==> src/rtl/branch_pkg.sv <==
// branch_pkg: shared FSM states and 2-bit saturating counter encodings for branch_flow_ctrl.
package branch_pkg;
  typedef enum logic [1:0] {IDLE, ID_REDIR, EX_REDIR} state_t;
  localparam logic [1:0] SNT = 2'b00;
  localparam logic [1:0] WNT = 2'b01;
  localparam logic [1:0] WT  = 2'b10;
  localparam logic [1:0] ST  = 2'b11;
  localparam logic [1:0] CNT_RESET = WNT;
endpackage

==> src/rtl/branch_flow_ctrl_if.sv <==
// branch_flow_ctrl_if: ID/EX branch inputs, redirect/flush commands and statistics.
interface branch_flow_ctrl_if #(parameter int XLEN = 32, parameter int CNT_W = 32);
  logic            id_valid, id_is_branch, id_pred_taken;
  logic [XLEN-1:0] id_pc, id_target;
  logic            ex_valid, ex_is_branch, ex_pred_taken, ex_taken;
  logic [XLEN-1:0] ex_pc, ex_target;
  logic            redirect_valid, flush_if_id, flush_id_ex, flush_ex_mem;
  logic [XLEN-1:0] redirect_pc;
  logic [CNT_W-1:0] branch_count, mispredict_count;
  modport master (
    output id_valid, id_is_branch, id_pc, id_target,
    output ex_valid, ex_is_branch, ex_pc, ex_target, ex_pred_taken, ex_taken,
    input  id_pred_taken, redirect_valid, redirect_pc, flush_if_id, flush_id_ex, flush_ex_mem,
    input  branch_count, mispredict_count
  );
  modport slave (
    input  id_valid, id_is_branch, id_pc, id_target,
    input  ex_valid, ex_is_branch, ex_pc, ex_target, ex_pred_taken, ex_taken,
    output id_pred_taken, redirect_valid, redirect_pc, flush_if_id, flush_id_ex, flush_ex_mem,
    output branch_count, mispredict_count
  );
endinterface

==> src/rtl/bht_sat_counter_array.sv <==
// bht_sat_counter_array: direct-mapped 2-bit saturating counters, comb read, sync write.
module bht_sat_counter_array
  import branch_pkg::*;
#(
  parameter int ENTRIES = 16,
  localparam int IW = $clog2(ENTRIES)
) (
  input  logic          clk,
  input  logic          rst_n,
  input  logic [IW-1:0] rd_idx,
  output logic [1:0]    rd_cnt,
  input  logic          we,
  input  logic [IW-1:0] wr_idx,
  input  logic          wr_taken
);
  logic [1:0] bht_q [ENTRIES];
  logic [1:0] bht_d [ENTRIES];
  logic [1:0] cur;
  assign rd_cnt = bht_q[rd_idx];
  always_comb begin
    bht_d = bht_q;
    cur = bht_q[wr_idx];
    if (we) bht_d[wr_idx] = wr_taken ? (cur == ST ? ST : cur + 2'd1) : (cur == SNT ? SNT : cur - 2'd1);
  end
  always_ff @(posedge clk) begin
    if (!rst_n) bht_q <= '{default: CNT_RESET};
    else bht_q <= bht_d;
  end
endmodule

==> src/rtl/branch_flow_ctrl.sv <==
// branch_flow_ctrl: ID branch prediction, EX resolution and registered redirect/flush control.
module branch_flow_ctrl
  import branch_pkg::*;
#(
  parameter int XLEN = 32,
  parameter int BHT_ENTRIES = 16,
  parameter int CNT_W = 32
) (
  input logic clk,
  input logic rst_n,
  branch_flow_ctrl_if.slave bus
);
  localparam int IW = $clog2(BHT_ENTRIES);
  state_t state_q, state_d;
  logic [XLEN-1:0] redirect_pc_q, redirect_pc_d;
  logic [CNT_W-1:0] branch_count_q, branch_count_d, mispredict_count_q, mispredict_count_d;
  logic redirect_valid_q, flush_if_id_q, flush_id_ex_q, flush_ex_mem_q;
  logic [1:0] rd_cnt;
  logic resolve, mispredict, id_detect;
  bht_sat_counter_array #(.ENTRIES(BHT_ENTRIES)) u_bht (
    .clk(clk), .rst_n(rst_n),
    .rd_idx(bus.id_pc[IW+1:2]), .rd_cnt(rd_cnt),
    .we(resolve), .wr_idx(bus.ex_pc[IW+1:2]), .wr_taken(bus.ex_taken)
  );
  assign bus.id_pred_taken = bus.id_valid & bus.id_is_branch & rd_cnt[1];
  // EX stays live in ID_REDIR because the predicted branch itself is in EX then.
  always_comb begin
    resolve = (state_q != EX_REDIR) & bus.ex_valid & bus.ex_is_branch;
    mispredict = resolve & (bus.ex_pred_taken != bus.ex_taken);
    id_detect = (state_q == IDLE) & bus.id_pred_taken;
    state_d = mispredict ? EX_REDIR : id_detect ? ID_REDIR : IDLE;
    redirect_pc_d = mispredict ? (bus.ex_taken ? bus.ex_target : bus.ex_pc + XLEN'(4))
                  : id_detect ? bus.id_target : redirect_pc_q;
    branch_count_d = branch_count_q + CNT_W'(resolve);
    mispredict_count_d = mispredict_count_q + CNT_W'(mispredict);
  end
  always_ff @(posedge clk) begin
    if (!rst_n) begin
      state_q <= IDLE;
      redirect_pc_q <= '0;
      branch_count_q <= '0;
      mispredict_count_q <= '0;
      redirect_valid_q <= 1'b0;
      flush_if_id_q <= 1'b0;
      flush_id_ex_q <= 1'b0;
      flush_ex_mem_q <= 1'b0;
    end else begin
      state_q <= state_d;
      redirect_pc_q <= redirect_pc_d;
      branch_count_q <= branch_count_d;
      mispredict_count_q <= mispredict_count_d;
      redirect_valid_q <= state_d != IDLE;
      flush_if_id_q <= state_d != IDLE;
      flush_id_ex_q <= state_d == EX_REDIR;
      flush_ex_mem_q <= state_d == EX_REDIR;
    end
  end
  assign bus.redirect_valid = redirect_valid_q;
  assign bus.redirect_pc = redirect_pc_q;
  assign bus.flush_if_id = flush_if_id_q;
  assign bus.flush_id_ex = flush_id_ex_q;
  assign bus.flush_ex_mem = flush_ex_mem_q;
  assign bus.branch_count = branch_count_q;
  assign bus.mispredict_count = mispredict_count_q;
endmodule

==> src/flat_wrapper.sv <==
// flat-port wrapper written by rule: the top's interface ports become plain ports
module branch_flow_ctrl_flat import branch_pkg::*;
#(
  parameter int XLEN = 32,
  parameter int BHT_ENTRIES = 16,
  parameter int CNT_W = 32
)
  (clk, rst_n, bus_id_valid, bus_id_is_branch, bus_id_pc, bus_id_target, bus_ex_valid, bus_ex_is_branch, bus_ex_pc, bus_ex_target, bus_ex_pred_taken, bus_ex_taken, bus_id_pred_taken, bus_redirect_valid, bus_redirect_pc, bus_flush_if_id, bus_flush_id_ex, bus_flush_ex_mem, bus_branch_count, bus_mispredict_count);
  branch_flow_ctrl_if #(.XLEN(XLEN), .CNT_W(CNT_W)) bus_i ();
  input logic clk;
  input logic rst_n;
  input wire logic [$bits(bus_i.id_valid)-1:0] bus_id_valid;
  input wire logic [$bits(bus_i.id_is_branch)-1:0] bus_id_is_branch;
  input wire logic [$bits(bus_i.id_pc)-1:0] bus_id_pc;
  input wire logic [$bits(bus_i.id_target)-1:0] bus_id_target;
  input wire logic [$bits(bus_i.ex_valid)-1:0] bus_ex_valid;
  input wire logic [$bits(bus_i.ex_is_branch)-1:0] bus_ex_is_branch;
  input wire logic [$bits(bus_i.ex_pc)-1:0] bus_ex_pc;
  input wire logic [$bits(bus_i.ex_target)-1:0] bus_ex_target;
  input wire logic [$bits(bus_i.ex_pred_taken)-1:0] bus_ex_pred_taken;
  input wire logic [$bits(bus_i.ex_taken)-1:0] bus_ex_taken;
  output wire logic [$bits(bus_i.id_pred_taken)-1:0] bus_id_pred_taken;
  output wire logic [$bits(bus_i.redirect_valid)-1:0] bus_redirect_valid;
  output wire logic [$bits(bus_i.redirect_pc)-1:0] bus_redirect_pc;
  output wire logic [$bits(bus_i.flush_if_id)-1:0] bus_flush_if_id;
  output wire logic [$bits(bus_i.flush_id_ex)-1:0] bus_flush_id_ex;
  output wire logic [$bits(bus_i.flush_ex_mem)-1:0] bus_flush_ex_mem;
  output wire logic [$bits(bus_i.branch_count)-1:0] bus_branch_count;
  output wire logic [$bits(bus_i.mispredict_count)-1:0] bus_mispredict_count;
  assign bus_i.id_valid = bus_id_valid;
  assign bus_i.id_is_branch = bus_id_is_branch;
  assign bus_i.id_pc = bus_id_pc;
  assign bus_i.id_target = bus_id_target;
  assign bus_i.ex_valid = bus_ex_valid;
  assign bus_i.ex_is_branch = bus_ex_is_branch;
  assign bus_i.ex_pc = bus_ex_pc;
  assign bus_i.ex_target = bus_ex_target;
  assign bus_i.ex_pred_taken = bus_ex_pred_taken;
  assign bus_i.ex_taken = bus_ex_taken;
  assign bus_id_pred_taken = bus_i.id_pred_taken;
  assign bus_redirect_valid = bus_i.redirect_valid;
  assign bus_redirect_pc = bus_i.redirect_pc;
  assign bus_flush_if_id = bus_i.flush_if_id;
  assign bus_flush_id_ex = bus_i.flush_id_ex;
  assign bus_flush_ex_mem = bus_i.flush_ex_mem;
  assign bus_branch_count = bus_i.branch_count;
  assign bus_mispredict_count = bus_i.mispredict_count;
  branch_flow_ctrl #(.XLEN(XLEN), .BHT_ENTRIES(BHT_ENTRIES), .CNT_W(CNT_W)) u_core (.clk(clk), .rst_n(rst_n), .bus(bus_i));
endmodule
==> config.mk <==
export PLATFORM = sky130hd
export DESIGN_NAME = branch_flow_ctrl_flat
export DESIGN_NICKNAME = d
export VERILOG_FILES = /design/src/rtl/branch_pkg.sv /design/src/rtl/branch_flow_ctrl_if.sv /design/src/rtl/bht_sat_counter_array.sv /design/src/rtl/branch_flow_ctrl.sv /design/src/flat_wrapper.sv
export SDC_FILE = /design/constraint.sdc
export NUM_CORES = 1
export LEC_CHECK = 0
export CAP_MARGIN = 20
export CORE_ASPECT_RATIO = 0.6
export CORE_UTILIZATION = 30
export DETAILED_ROUTE_END_ITERATION = 10
export HOLD_SLACK_MARGIN = 0.03
export PLACE_DENSITY = 0.7
export SYNTH_ARGS = -nofsm -noshare
export SYNTH_HDL_FRONTEND = slang
export SYNTH_SLANG_ARGS = --single-unit
==> constraint.sdc <==
create_clock -name clk -period 3 [get_ports clk]
set_input_delay 0.6 -clock clk [delete_from_list [all_inputs] [get_ports clk]]
set_output_delay 0.6 -clock clk [all_outputs]
set_load 0.005 [all_outputs]
# ---- Yosys cells after proc, flatten, opt, wreduce, memory -nomap -nowiden
# Index checks and enable logic that the tools add are counted.
dict set report totals {
  regBits 132
  in_bits 136
  memories 0
  elab_cells 64
  romBits 0
  out_inout_bits 101
  ram_bits 0
  latch_bits 0
}
dict set report op_classes {
  n_addsub 5
  div 0
  mul 0
  reduce_logical 5
  n_bitwise 8
  order_cmp 3
  shift 0
  n_eq_ne 4
  muxes 17
}
# op n
set ops {}
lappend ops {{$mux W32} 3}
lappend ops {{$add A32 B1 Y32} 2}
lappend ops {{$add A32 B3 Y32 const B} 1}
lappend ops {{$bwmux W32} 1}
lappend ops {{$mux W2} 9}
lappend ops {{$bmux W2 S4} 2}
lappend ops {{$ge A5 B5 Y1 const B} 2}
lappend ops {{$not A4 Y5} 2}
lappend ops {{$demux W2 S4} 1}
lappend ops {{$and A1 B1 Y1} 6}
lappend ops {{$lt A5 B1 Y1 const B} 1}
lappend ops {{$eq A2 B2 Y1 const B} 2}
lappend ops {{$logic_not A2 Y1} 2}
lappend ops {{$reduce_bool A2 Y1} 2}
lappend ops {{$add A2 B1 Y2 const B} 1}
lappend ops {{$ne A2 B2 Y1 const B} 1}
lappend ops {{$sub A2 B1 Y2 const B} 1}
lappend ops {{$logic_and A1 B1 Y1} 1}
lappend ops {{$mux W1} 1}
lappend ops {{$ne A1 B1 Y1} 1}

# ---- Depth between registers and ports, before layout
dict set report depth {
  depth_word 9
  ltp_mapped 12
  mapped_depth_nobuf 11
}

# ---- By module
# From an unflattened synthesis, not the netlist that was laid out.
dict set report unflattened {
  hier_cells 811
  hier_area_um2 7285.7
}
# module seq_area_each_um2 area_each_um2 n_inst cells_per_inst
set modules_own_cells {}
lappend modules_own_cells {branch_flow_ctrl 2001.9 5305.1 1 610}
lappend modules_own_cells {bht_sat_counter_array 640.6 1980.6 1 201}

# ---- Worst setup path before layout
# No wires, ideal clock.
dict set report synth_timing {
  kind {in2reg}
  startpoint {input bus_ex_is_branch}
  endpoint {register u_core.mispredict_count_q[30], in the netlist u_core.bus.mispredict_count[30]}
  setup_ps 115
  t_required_ps 2885
  arrival_ps 3064
  path_slack_ps -179
  path_stages 12
  path_cell_list {nand2_1 -> nor2_1 -> nand2_1 -> inv_1 -> buf_1 -> ha_1 -> ha_1 -> nand3_1 -> nor4_1 -> nand3_1 -> xnor2_1 -> and2_1}
}
dict set report synth_via {
  elab_chain_cells 3
}
# element line
set synth_lines {}
lappend synth_lines {{from (decl)} flat_wrapper.sv:17} ;# input wire logic [$bits(bus_i.ex_is_branch)-1:0] bus_ex_is_branch;
lappend synth_lines {{$and A1 B1 Y1} branch_flow_ctrl.sv:28} ;# resolve = (state_q != EX_REDIR) & bus.ex_valid & bus.ex_is_branch;
lappend synth_lines {{$and A1 B1 Y1} branch_flow_ctrl.sv:29} ;# mispredict = resolve & (bus.ex_pred_taken != bus.ex_taken);
lappend synth_lines {{named net u_core.mispredict} branch_flow_ctrl.sv:19} ;# logic resolve, mispredict, id_detect;
lappend synth_lines {{$add A32 B1 Y32} branch_flow_ctrl.sv:35} ;# mispredict_count_d = mispredict_count_q + CNT_W'(mispredict);
lappend synth_lines {{to (signal assigned)} branch_flow_ctrl.sv:51} ;# mispredict_count_q <= mispredict_count_d;
lappend synth_lines {{to (decl)} branch_flow_ctrl.sv:16} ;# logic [CNT_W-1:0] branch_count_q, branch_count_d, mispredict_count_q, mispredict_count_d;
# The timed path passes the listed nets, and every way through them passes these cells.
# A chain may end at the register's enable or synchronous reset.

# ---- Worst setup path in the final report
dict set report layout_timing {
  startpoint {input bus_id_pc[5]}
  endpoint {output bus_id_pred_taken}
}
dict set report layout_via {
  elab_chain_cells 5
}
# element line
set layout_lines {}
lappend layout_lines {{from (decl)} flat_wrapper.sv:14} ;# input wire logic [$bits(bus_i.id_pc)-1:0] bus_id_pc;
lappend layout_lines {{$not A4 Y5 (implied by the code)} bht_sat_counter_array.sv:19} ;# assign rd_cnt = bht_q[rd_idx];
lappend layout_lines {{$bmux W2 S4} bht_sat_counter_array.sv:19}
lappend layout_lines {{$mux W2 (implied by the code) (2 in series)} bht_sat_counter_array.sv:19}
lappend layout_lines {{$and A1 B1 Y1} branch_flow_ctrl.sv:25} ;# assign bus.id_pred_taken = bus.id_valid & bus.id_is_branch & rd_cnt[1];
lappend layout_lines {{to (decl)} flat_wrapper.sv:22} ;# output wire logic [$bits(bus_i.id_pred_taken)-1:0] bus_id_pred_taken;
# Every way passes these cells. The select of a mux whose other input is x is not followed.

==> out/qor.tcl <==
set qor(cpMaxStageDelayCell) {sky130_fd_sc_hd__clkdlybuf4s50_1}
set qor(maxClockFrequency_mhz) 356
set qor(status) {finished, final reports clean}
set qor(drc) 0
set qor(die-height_um) 120
set qor(worst_path_most_repeated_cell) {sky130_fd_sc_hd__clkdlybuf4s50_1}
set qor(tritoncts) {built}
set qor(io-pin-count) 237
set qor(power-per-cell-area_mw_per_mm2) 447
set qor(pwr-share-clk_pct) 47.5
set qor(setup_viol) 0
set qor(largest_net_degree_at_the_start_of_global_routing) 52
set qor(netSwitchingFraction_pct) 23.4
set qor(finalPower_w) 0.00462
set qor(remaining_global_route_overflow) 0
set qor(ant_nets) 0
set qor(critical_path.max_fanout) 5
set qor(ys_async_sr_fraction_pct) 0
set qor(core_mm2) 0.0224
set qor(drt_iter0_markers) 334
set qor(maxSlewViolCount) 0
set qor(edff_count_synth) 0
set qor(comb_power_share_pct) 12.9
set qor(yosys.cell_count.top_type) {sky130_fd_sc_hd__dfxtp_1}
set qor(die_area_mm2) 0.0238
set qor(rel_slew_slack_pct) 63.2
set qor(cts_max_level) 4
set qor(timing_worst_setup_path_type) {in -> out}
set qor(routed-via-count) 6794
set qor(netlist_instances) 798
set qor(cts_inserted_buffers) 17
set qor(clkTransAtPathRegs_ns) 0.05
set qor(power.ir.vdd_worst_v) 0.000348
set qor(period_share_pct) 93.7
set qor(cp_cell_sequence) {clkdlybuf4s50_1, nor2b_1, a2bb2oi_2, nand3_1, nand2_1, clkdlybuf4s50_1}
set qor(num_antenna_cells) 0
set qor(port_buffers) 208
set qor(critical_path.startpoint_type) {primary input}
set qor(cellLeakagePower_nw) 3.90
set qor(vias_per_cell) 4.99
set qor(period_needed_ns) 2.81
set qor(gp_congestion) 0.902
set qor(rows) 42
set qor(power.switching_w) 0.00108
set qor(syn2layout_area_growth_pct) 48.7
set qor(post_synth_instance_area_mm2) 0.00695
set qor(finClkSkew_ns) 0.00849
set qor(syn_nets) 943
set qor(clock-sinks) 132
set qor(worst_slew_pin_tran_ns) 0.548
set qor(int_power_w) 0.00354
set qor(maxCapViolCount) 0
set qor(grt_setup_unrepaired) {false}
set qor(timing.critical_path.max_delay_family) {buffers and inverters}
set qor(netlist_top_cells_area) {sky130_fd_sc_hd__dfxtp_1, sky130_fd_sc_hd__xnor2_1, sky130_fd_sc_hd__and2_1}
set qor(synth_top_cell_by_area) {sky130_fd_sc_hd__dfxtp_1}
set qor(routed_wl_um) 21400
set qor(cts_buffer_depth) 2
set qor(post_drt_wl_per_cell_um) 15.7
set qor(yosysUniqueCellTypes) 49
set qor(post_route_cells_drive_above_1_share_pct) 10.4
set qor(clock_insertion_delay_at_the_later_pin_of_the_skew_report_ns) 0.44
set qor(timing.critical_path.arrival_ns) 2.21
set qor(netlist_top_cells_count) {sky130_fd_sc_hd__dfxtp_1, sky130_fd_sc_hd__nand2_1, sky130_fd_sc_hd__xnor2_1}
set qor(timing.critical_path.buf_inv) 2
set qor(worst_path_largest_cell_delay_ns) 0.50
set qor(drt_pass1_iterations) 5
set qor(seq_total_area_yosys_pct) 38.0
set qor(nets) 1187
set qor(cp_data_required_time_ns) 2.40
set qor(hpwlAfterDp_um) 16200
set qor(hold_buffers) 0
set qor(dp_worst_setup_slack_ns) -0.143
set qor(hold_path.class) {reg -> reg}
set qor(first_global_vias) 6306
set qor(grt_first_pass_wirelength_um) 33400
set qor(synth.ff_latch_count) 132
set qor(start_util_pct) 31.1
set qor(end_kind) {output port}
set qor(hold_viol) 0
set qor(setup_ws_ns) 0.188
set qor(cts_post_setup_buffers_inserted) 0
set qor(groute.usage.overall_pct) 18.2
set qor(clock_tree.root_cell) {sky130_fd_sc_hd__clkbuf_16}
set qor(antenna_violations_before_repair) 0
set qor(synth_warnings) 0
set qor(syn_area_per_cell_um2) 8.71
set qor(sequentialPowerShare_pct) 39.5
set qor(synthFlopType) {sky130_fd_sc_hd__dfxtp_1}
set qor(synth_largest_type_area_fraction_pct) 38.0
set qor(die_width_um) 199
through the flow:
step | TNS [ns] | cells | util (%) | hold slack [ns] | area [µm²]
finish | 0 | 1362 | 46.2 | 0.467 | 10300
global route | 0 | 1362 | 46.2 | 0.499 | 10300
CTS | 0 | 1362 | 46.1 | 0.474 | 10300
detailed placement | -2.56 | 1331 | 43.3 | 0.459 | 9700
global placement | -1.11 | 1331 | 43.3 | 0.454 | 9700
floorplan | 0 | 798 | - | 0.436 | 6960
sequential cells by signal, indices dropped and copies added, names as in the netlist:
signal,count
u_core.bus.redirect_pc,32
u_core.u_bht.bht_q,32
u_core.bus.redirect_valid,1
u_core.bus.flush_id_ex,1
u_core.bus.branch_count,32
u_core.bus.mispredict_count,32
u_core.state_q,2
metal layers:
| layer | up-vias | GRT usage (%) | share of wire (%) |
|---|---|---|---|
| met5 | - | 0 | 0 |
| met4 | 0 | 5.67 | 0.85 |
| met2 | 230 | 24.6 | 40 |
| li1 | 3339 | - | - |
| met3 | 16 | 6.77 | 7.9 |
| met1 | 3209 | 26.2 | 51 |
cell type report:
class / instances / area [µm²]
clock buffers: 22 / 454
clock inverters: 9 / 154
fillers: 2153 / 12000
repair buffers: 265 / 2560
flip-flops and latches: 132 / 2640
well taps: 308 / 385
multi-input cells: 610 / 4080
inverters: 16 / 60.1
power groups by stage:
stage	sequential [W]	clock, W	combinational (W)
floorplan	0.00186	0	0.000244
global placement	0.00186	0	0.000586
detailed placement	0.00186	0	0.000592
CTS	0.00183	0.00226	0.000595
global route	0.00183	0.00233	0.000644
finish	0.00183	0.00219	0.000598
repair_timing:
item / in CTS / in global routing
hold endpoints to repair: 0 / 0
gates resized for setup: 0 / 6
endpoints found under the setup margin: 0 / 1
final timing paths:
| path | start | slack (ns) | endpoint | depth (start not counted) |
|---|---|---|---|---|
| worst max-delay path | bus_id_pc[5] | 0.19 | bus_id_pred_taken | 6 |
| worst min-delay path | u_core.u_bht.bht_q[28]$_SDFFE_PN1P_ | 0.47 | u_core.u_bht.bht_q[28]$_SDFFE_PN1P_ | 2 |
| worst max register to register | u_core.state_q[1]$_SDFF_PN0_ | 0.60 | u_core.bus.branch_count[24]$_SDFF_PN0_ | 11 |
| worst min register to register | u_core.u_bht.bht_q[28]$_SDFFE_PN1P_ | 0.47 | u_core.u_bht.bht_q[28]$_SDFFE_PN1P_ | 2 |
cells in the final DEF, fill, tap and decap left out, types with 5 or more instances in the layout:
master	count
sky130_fd_sc_hd__and4_1	7
sky130_fd_sc_hd__nor2b_1	12
sky130_fd_sc_hd__mux4_2	5
sky130_fd_sc_hd__ha_1	9
sky130_fd_sc_hd__o211ai_1	9
sky130_fd_sc_hd__a21boi_0	6
sky130_fd_sc_hd__and3_1	18
sky130_fd_sc_hd__a221oi_1	9
sky130_fd_sc_hd__nand2_1	70
sky130_fd_sc_hd__or3_1	8
sky130_fd_sc_hd__mux2i_1	28
sky130_fd_sc_hd__xnor2_1	59
sky130_fd_sc_hd__xor2_1	22
sky130_fd_sc_hd__nor3_1	15
sky130_fd_sc_hd__o21ai_0	47
sky130_fd_sc_hd__dfxtp_1	132
sky130_fd_sc_hd__clkbuf_16	17
sky130_fd_sc_hd__nand4_1	28
sky130_fd_sc_hd__inv_1	16
sky130_fd_sc_hd__o211a_1	8
sky130_fd_sc_hd__a21oi_1	44
sky130_fd_sc_hd__nand3_1	55
sky130_fd_sc_hd__and2_1	58
sky130_fd_sc_hd__nor4_1	6
sky130_fd_sc_hd__buf_4	53
sky130_fd_sc_hd__clkdlybuf4s50_1	206
sky130_fd_sc_hd__nor2_1	47
worst reg2reg max path, stage by stage (launching register included):
cell and delay (ns):
sky130_fd_sc_hd__dfxtp_1 0.34, sky130_fd_sc_hd__nor2b_1 0.16, sky130_fd_sc_hd__nor2_1 0.09, sky130_fd_sc_hd__buf_4 0.15
sky130_fd_sc_hd__ha_1 0.22, sky130_fd_sc_hd__ha_1 0.19, sky130_fd_sc_hd__nand4_1 0.19, sky130_fd_sc_hd__nor3_1 0.33
sky130_fd_sc_hd__nand3_1 0.19, sky130_fd_sc_hd__nor3_1 0.20, sky130_fd_sc_hd__xnor2_1 0.09, sky130_fd_sc_hd__and2_1 0.15
kinds of logic (layout without fill, tap and decap cells):
group                    after synthesis  after routing  share of synthesized area [%]
AO/OA/AOI/OAI                        147            147                           13.7
XOR/XNOR                              81             81                           10.2
adder cells (fa/ha/maj)               11             11                           1.98
buffers and inverters                 56            312                           3.71
flip-flops                           132            132                           38.0
multiplexers                          40             40                           7.41
AND/OR/NAND/NOR                      331            331                           25.0
Power figures use the tool's default switching activity.
